**src/rtl/opcode_entry_ctrl.sv**
```systemverilog
// Operator control: turns slide-switch nibbles and edge-detected buttons into
// processor opcodes (write, read, or multi-nibble raw entry) for datapath and display.
module opcode_entry_ctrl #(
  parameter int NIB      = 4,
  parameter int HOLD_CYC = 0,
  parameter int CNT_W    = 24
) (
  input  logic             CLK_In,
  input  logic             RST_In,
  input  logic [3:0]       User_input0,
  input  logic [3:0]       User_input1,
  output logic [4*NIB-1:0] Opcode,
  output logic             Opcode_Valid,
  output logic [3:0]       State,
  output logic [2:0]       Nib_idx
);

  localparam int OW = 4 * NIB;
  localparam logic [2:0]       LAST_IDX  = 3'(NIB - 1);
  localparam logic [CNT_W-1:0] HOLD_LAST = CNT_W'(HOLD_CYC - 1);

  typedef enum logic [3:0] {
    S_IDLE   = 4'd1,
    S_WADDR  = 4'd2,
    S_WDATA  = 4'd3,
    S_RADDR  = 4'd4,
    S_RSHOW  = 4'd5,
    S_OPENT  = 4'd8,
    S_OPSHOW = 4'd15
  } state_e;

  state_e           state_q, state_d;
  logic [OW-1:0]    opcode_q, opcode_d;
  logic             valid_q, valid_d;
  logic [2:0]       nib_idx_q, nib_idx_d;
  logic [3:0]       addr_q, addr_d;
  logic [3:0]       btn_q, btn_d;
  logic [CNT_W-1:0] cnt_q, cnt_d;
  logic [3:0]       nib_q [NIB];
  logic [3:0]       nib_d [NIB];

  logic [3:0]    rise;
  logic          abort_ev, enter_ev, back_ev, blank_lvl, in_show, timeout;
  logic [OW-1:0] disp, wr_op, rd_op, entry_op;

  always_comb begin
    btn_d     = User_input1;
    rise      = User_input1 & ~btn_q;
    abort_ev  = rise[3];
    enter_ev  = (rise == 4'b0001) && (User_input1 == 4'b0001);
    back_ev   = (rise == 4'b0010) && (User_input1 == 4'b0010);
    blank_lvl = (User_input1 == 4'b0100);

    disp        = '0;
    disp[11:8]  = User_input0;
    disp[7:0]   = 8'h20;
    wr_op       = '0;
    wr_op[0]    = 1'b1;
    wr_op[4:1]  = addr_q;
    wr_op[7:5]  = 3'b001;
    wr_op[11:8] = User_input0;
    rd_op       = '0;
    rd_op[4:1]  = User_input0;

    // Final opcode includes the nibble being entered on this same edge.
    entry_op = '0;
    for (int i = 0; i < NIB; i++) begin
      entry_op[OW-1-4*i -: 4] = (nib_idx_q == 3'(i)) ? User_input0 : nib_q[i];
    end

    in_show = (state_q == S_RSHOW) || (state_q == S_OPSHOW);
    timeout = (HOLD_CYC > 0) && in_show && (cnt_q == HOLD_LAST);
    cnt_d   = in_show ? cnt_q + CNT_W'(1) : '0;
  end

  always_comb begin
    state_d   = state_q;
    opcode_d  = opcode_q;
    valid_d   = 1'b0;
    nib_idx_d = nib_idx_q;
    addr_d    = addr_q;
    nib_d     = nib_q;

    case (state_q)
      S_IDLE: begin
        opcode_d = blank_lvl ? '0 : disp;
        if (enter_ev) begin
          case (User_input0)
            4'h2:    state_d = S_WADDR;
            4'h4:    state_d = S_RADDR;
            4'h8:    state_d = S_OPENT;
            default: state_d = S_IDLE;
          endcase
        end
      end
      S_WADDR: begin
        opcode_d = disp;
        if (enter_ev) begin
          addr_d  = User_input0;
          state_d = S_WDATA;
        end else if (back_ev) begin
          state_d = S_IDLE;
        end
      end
      S_WDATA: begin
        opcode_d = disp;
        if (enter_ev) begin
          opcode_d = wr_op;
          valid_d  = 1'b1;
          state_d  = S_IDLE;
        end else if (back_ev) begin
          state_d = S_WADDR;
        end
      end
      S_RADDR: begin
        opcode_d = disp;
        if (enter_ev) begin
          addr_d   = User_input0;
          opcode_d = rd_op;
          valid_d  = 1'b1;
          state_d  = S_RSHOW;
        end else if (back_ev) begin
          state_d = S_IDLE;
        end
      end
      S_RSHOW, S_OPSHOW: begin
        if (enter_ev || timeout) state_d = S_IDLE;
      end
      S_OPENT: begin
        opcode_d = disp;
        if (enter_ev) begin
          for (int i = 0; i < NIB; i++) begin
            if (nib_idx_q == 3'(i)) nib_d[i] = User_input0;
          end
          if (nib_idx_q == LAST_IDX) begin
            opcode_d  = entry_op;
            valid_d   = 1'b1;
            nib_idx_d = '0;
            state_d   = S_OPSHOW;
          end else begin
            nib_idx_d = nib_idx_q + 3'd1;
          end
        end else if (back_ev) begin
          if (nib_idx_q == '0) state_d = S_IDLE;
          else nib_idx_d = nib_idx_q - 3'd1;
        end
      end
      default: begin
        opcode_d  = disp;
        nib_idx_d = '0;
        state_d   = S_IDLE;
      end
    endcase

    // Abort wins over whatever the state decided this cycle.
    if (abort_ev) begin
      state_d   = S_IDLE;
      nib_idx_d = '0;
      opcode_d  = disp;
      valid_d   = 1'b0;
    end
  end

  always_ff @(posedge CLK_In) begin
    if (RST_In) begin
      state_q   <= S_IDLE;
      opcode_q  <= '0;
      valid_q   <= 1'b0;
      nib_idx_q <= '0;
      addr_q    <= '0;
      btn_q     <= '0;
      cnt_q     <= '0;
      for (int i = 0; i < NIB; i++) nib_q[i] <= '0;
    end else begin
      state_q   <= state_d;
      opcode_q  <= opcode_d;
      valid_q   <= valid_d;
      nib_idx_q <= nib_idx_d;
      addr_q    <= addr_d;
      btn_q     <= btn_d;
      cnt_q     <= cnt_d;
      for (int i = 0; i < NIB; i++) nib_q[i] <= nib_d[i];
    end
  end

  assign Opcode       = opcode_q;
  assign Opcode_Valid = valid_q;
  assign State        = state_q;
  assign Nib_idx      = nib_idx_q;

endmodule

```
**config.mk**
```make
export PLATFORM = sky130hd
export DESIGN_NAME = opcode_entry_ctrl
export DESIGN_NICKNAME = d
export VERILOG_FILES = /design/src/rtl/opcode_entry_ctrl.sv
export SDC_FILE = /design/constraint.sdc
export NUM_CORES = 1
export LEC_CHECK = 0
export CAP_MARGIN = 20
export CORE_MARGIN = 10
export CORE_UTILIZATION = 45
export CTS_BUF_LIST = sky130_fd_sc_hd__clkbuf_4 sky130_fd_sc_hd__clkbuf_8
export DETAILED_ROUTE_END_ITERATION = 12
export PLACE_DENSITY_LB_ADDON = 0.3
export SETUP_SLACK_MARGIN = 0.4
export SLEW_MARGIN = 0
export SYNTH_ARGS = -nofsm -noshare
export SYNTH_HDL_FRONTEND = slang
export SYNTH_SLANG_ARGS = --single-unit
export TNS_END_PERCENT = 50
```
**constraint.sdc**
```tcl
create_clock -name CLK_In -period 4.3 [get_ports CLK_In]
set_input_delay 1.075 -clock CLK_In [delete_from_list [all_inputs] [get_ports CLK_In]]
set_output_delay 1.075 -clock CLK_In [all_outputs]
set_load 0.03 [all_outputs]
```
==> impl_metrics.csv <==
group,metric,value,unit
finish,seq_area,861,sq um
cts,clock_latency,0.30,ns
yosys,netlist_instances,292,
cts,cts_tree,"done",
die,die_y,93.6,um
placement,gp_congestion,0.850,
detailed_routing,postRouteAntennaNets,0,
yosys,syn-cell-area,2440,sq um
detailed_routing,vias,2153,
worst_setup_path,startpoint,"State[1]$_SDFFE_PP0P_",
yosys,yosysSeqAreaShare,35.3,%
sta,setup_violations,0,
finish,fin_area,2820,sq um
yosys,yosys.area.top_type,"dfxtp_1",
power_and_ir_drop,total_leakage_power,0.976,nW
finish,final_nets,324,
finish,area_growth,15.9,%
placement,post_dp_cell_area,2730,sq um
yosys,synth_top_area_share,35.3,%
yosys,synth_cell_types,59,
global_route,grt_pass1_vias,2082,
cts,cts_buffers,5,
worst_setup_path,cp.arrival,1.92,ns
worst_setup_path,worstPathRequired,3.22,ns
finish,finish.utilization,54.6,%
sta,finalCriticalPeriod,2.99,ns
power_and_ir_drop,ir_drop,0.000247,V
cts,cts.repair.resized,0,
worst_setup_path,ff2ff_setup_slack,1.75,ns
sta,period_share,69.6,%
yosys,synth_mux_area_share,7.91,%
worst_setup_path,worstSetupStartpointType,"register",
worst_setup_path,criticalPathCategory,"reg2out",
detailed_routing,dr.pass1.iters,4,
sta,worst_pin_slew,0.998,ns
global_route,grt-ovfl-total,0,
finish,antenna_cells,0,
die,die_w,93.6,um
placement,io_buffer_count,33,
worst_setup_path,r2r_end,"State[0]$_SDFFE_PP1P_",
yosys,ys_top_cells_by_area,"dfxtp_1, mux2i_1, nor2_1",
hold_path,whs_endpoint,"nib_q[11]$_SDFFE_PP0P_",
finish,n_fill_cell,493,
die,io-pin-count,34,
detailed_routing,wl_per_cell,15.6,um
die,fp.dieArea,8760,sq um
sta,hold_violations,0,
power_and_ir_drop,p_per_area,331,nW/um^2
worst_setup_path,reg2reg_depth,7,
sta,tns,0,ns
finish,final_common_cell,"dfxtp_1",
hold_path,hp-class,"reg2reg",
sta,fin_skew,0.00387,ns
yosys,synthAdderAreaFrac,2.57,%
cts,ctsRootBufferMaster,"clkbuf_8",
worst_setup_path,crit_fanout,22,
worst_setup_path,end_kind,"output pin",
global_route,antenna_found_initial,0,
finish,layout-drive-gt1-share,7.42,%
yosys,synthArstFlopShare,0,%
detailed_routing,drc,0,
sta,max_freq,0.334,GHz
detailed_routing,first_iter_violations,184,
placement,dp_hpwl,4160,um
die,core.rowCount,26,
yosys,ys_ff_latch,43,
yosys,synth_edf_count,0,
cts,cts_setup_buffers,0,
cts,cts.clk_slew.worst_paths,0.09,ns
status,outcome,"finished, final reports clean",
yosys,synthSimpleGateAreaFrac,25.5,%
hold_path,min-delay-start,"nib_q[11]$_SDFFE_PP0P_",
global_route,grt_max_degree,24,
worst_setup_path,cp_cell_sequence,"clkdlybuf4s50_1",
sta,relSlewSlack,33.3,%
yosys,synth_top_family_by_area,"simple AND/OR/NAND/NOR gates",
finish,final_cell_mix,"dfxtp_1, nor2_1, clkdlybuf4s50_1",
worst_setup_path,r2r_start,"Nib_idx[0]$_SDFFE_PP0P_",
worst_setup_path,max_stage_delay,0.81,ns
yosys,syn_nets,307,
die,fp.coreArea,5170,sq um
worst_setup_path,slowest_stage,"clkdlybuf4s50_1",
yosys,synth_area_per_cell,8.35,sq um
cts,clockBufferDepth,2,
cts,htreeDepth,2,
sta,rsz0062_at_grt,"false",
hold_path,hold-path-cell-count,2,
die,start_util,47.1,%
yosys,synthXorXnorAreaFrac,1.44,%
yosys,synthFlopType,"dfxtp_1",
worst_setup_path,path_buf_inv,1,
cts,hold_buffers,0,
global_route,track_usage,13.8,%
worst_setup_path,cp_top_family,"buffers and inverters",
job,maxCapViolations,0,
detailed_routing,wl,5930,um
sta,slew_viol_final,0,
yosys,synth_compound_area_share,20.9,%
finish,multiInputGateArea,1420,sq um
cts,cts_sinks,43,
detailed_routing,drt-vias-per-instance,5.67,
global_route,grt_pass1_wl,10000,um
yosys,yosysWarningCount,0,
[worst register-to-register path, cell delays in order, from the launching register on]
cell and delay, ns:
dfxtp_1 0.36, inv_1 0.12, ha_1 0.15, nor2b_1 0.78, nor2_1 0.11, o32ai_2 0.52
o2111ai_1 0.23, o31a_1 0.16
[cell type report]
type,instances,share of cell area (%)
Tap cell,70,3.10
Sequential cell,43,30.5
Timing Repair Buffer,34,12.0
Clock inverter,2,0.576
Multi-Input combinational cell,220,50.3
Inverter,5,0.665
Clock buffer,6,2.92
[power by group]
part	leakage, nW	total [W]	switching (W)	internal (W)
registers	0.349	0.000449	0.0000361	0.000413
clock network	0.0474	0.000279	0.000148	0.000131
logic	0.580	0.000206	0.000122	0.0000839
[cell usage after synthesis, types with 3 or more instances]
cell type,n
inv_1,5
xnor2_1,3
a221oi_1,4
o21ai_0,13
o31ai_1,6
nor2b_1,10
a31oi_1,5
a21oi_1,27
a22oi_1,3
clkbuf_1,9
nand2_1,17
buf_6,4
mux2i_1,17
buf_2,7
a211oi_1,4
ha_1,5
o21bai_1,4
nand3_1,14
nor2_1,40
nand2b_1,5
dfxtp_1,43
nor3_1,3
[cell families after synthesis]
kind of cell / Yosys count
xor gates and xnor gates: 4
buffers and inverters: 29
DFF: 43
AOI/OAI and AO/OA: 79
and+or+nand+nor: 113
adders and majority gates: 5
muxes: 19
[registers in the layout (all words and copies together), names as in the netlist]
register and count:
Opcode 16, Opcode_Valid 1, nib_q 12, Nib_idx 3, btn_q 3, State 4
addr_q 4
[metal layers]
| metal | track usage (%) | routed length, um |
|---|---|---|
| met4 | 4.81 | 54 |
| met2 | 22.7 | 2890 |
| met1 | 16.5 | 2510 |
| met3 | 4.48 | 473 |
| met5 | 0 | 0 |
[worst max path at each step]
stage,to,slack [ns],cells after the start
2_1_floorplan,addr_q[0]$_SDFFE_PP0P_,1.86,6
3_5_place_dp,nib_q[15]$_SDFFE_PP0P_,1.10,6
5_1_grt,nib_q[13]$_SDFFE_PP0P_,1.19,6
4_1_cts,State[1],1.30,1
6_report,State[1],1.31,1
3_3_place_gp,State[0]$_SDFFE_PP1P_,1.07,6
[per-stage QoR]
stage | instances | hold slack [ns] | total power (W) | setup WS, ns
2_1_floorplan | 292 | 0.434 | 0.000603 | 1.86
3_3_place_gp | 372 | 0.444 | 0.000663 | 1.07
3_5_place_dp | 372 | 0.451 | 0.000662 | 1.10
4_1_cts | 380 | 0.463 | 0.000941 | 1.30
5_1_grt | 380 | 0.477 | 0.000981 | 1.19
6_report | 380 | 0.457 | 0.000934 | 1.31
(Power assumes the default switching activity.)
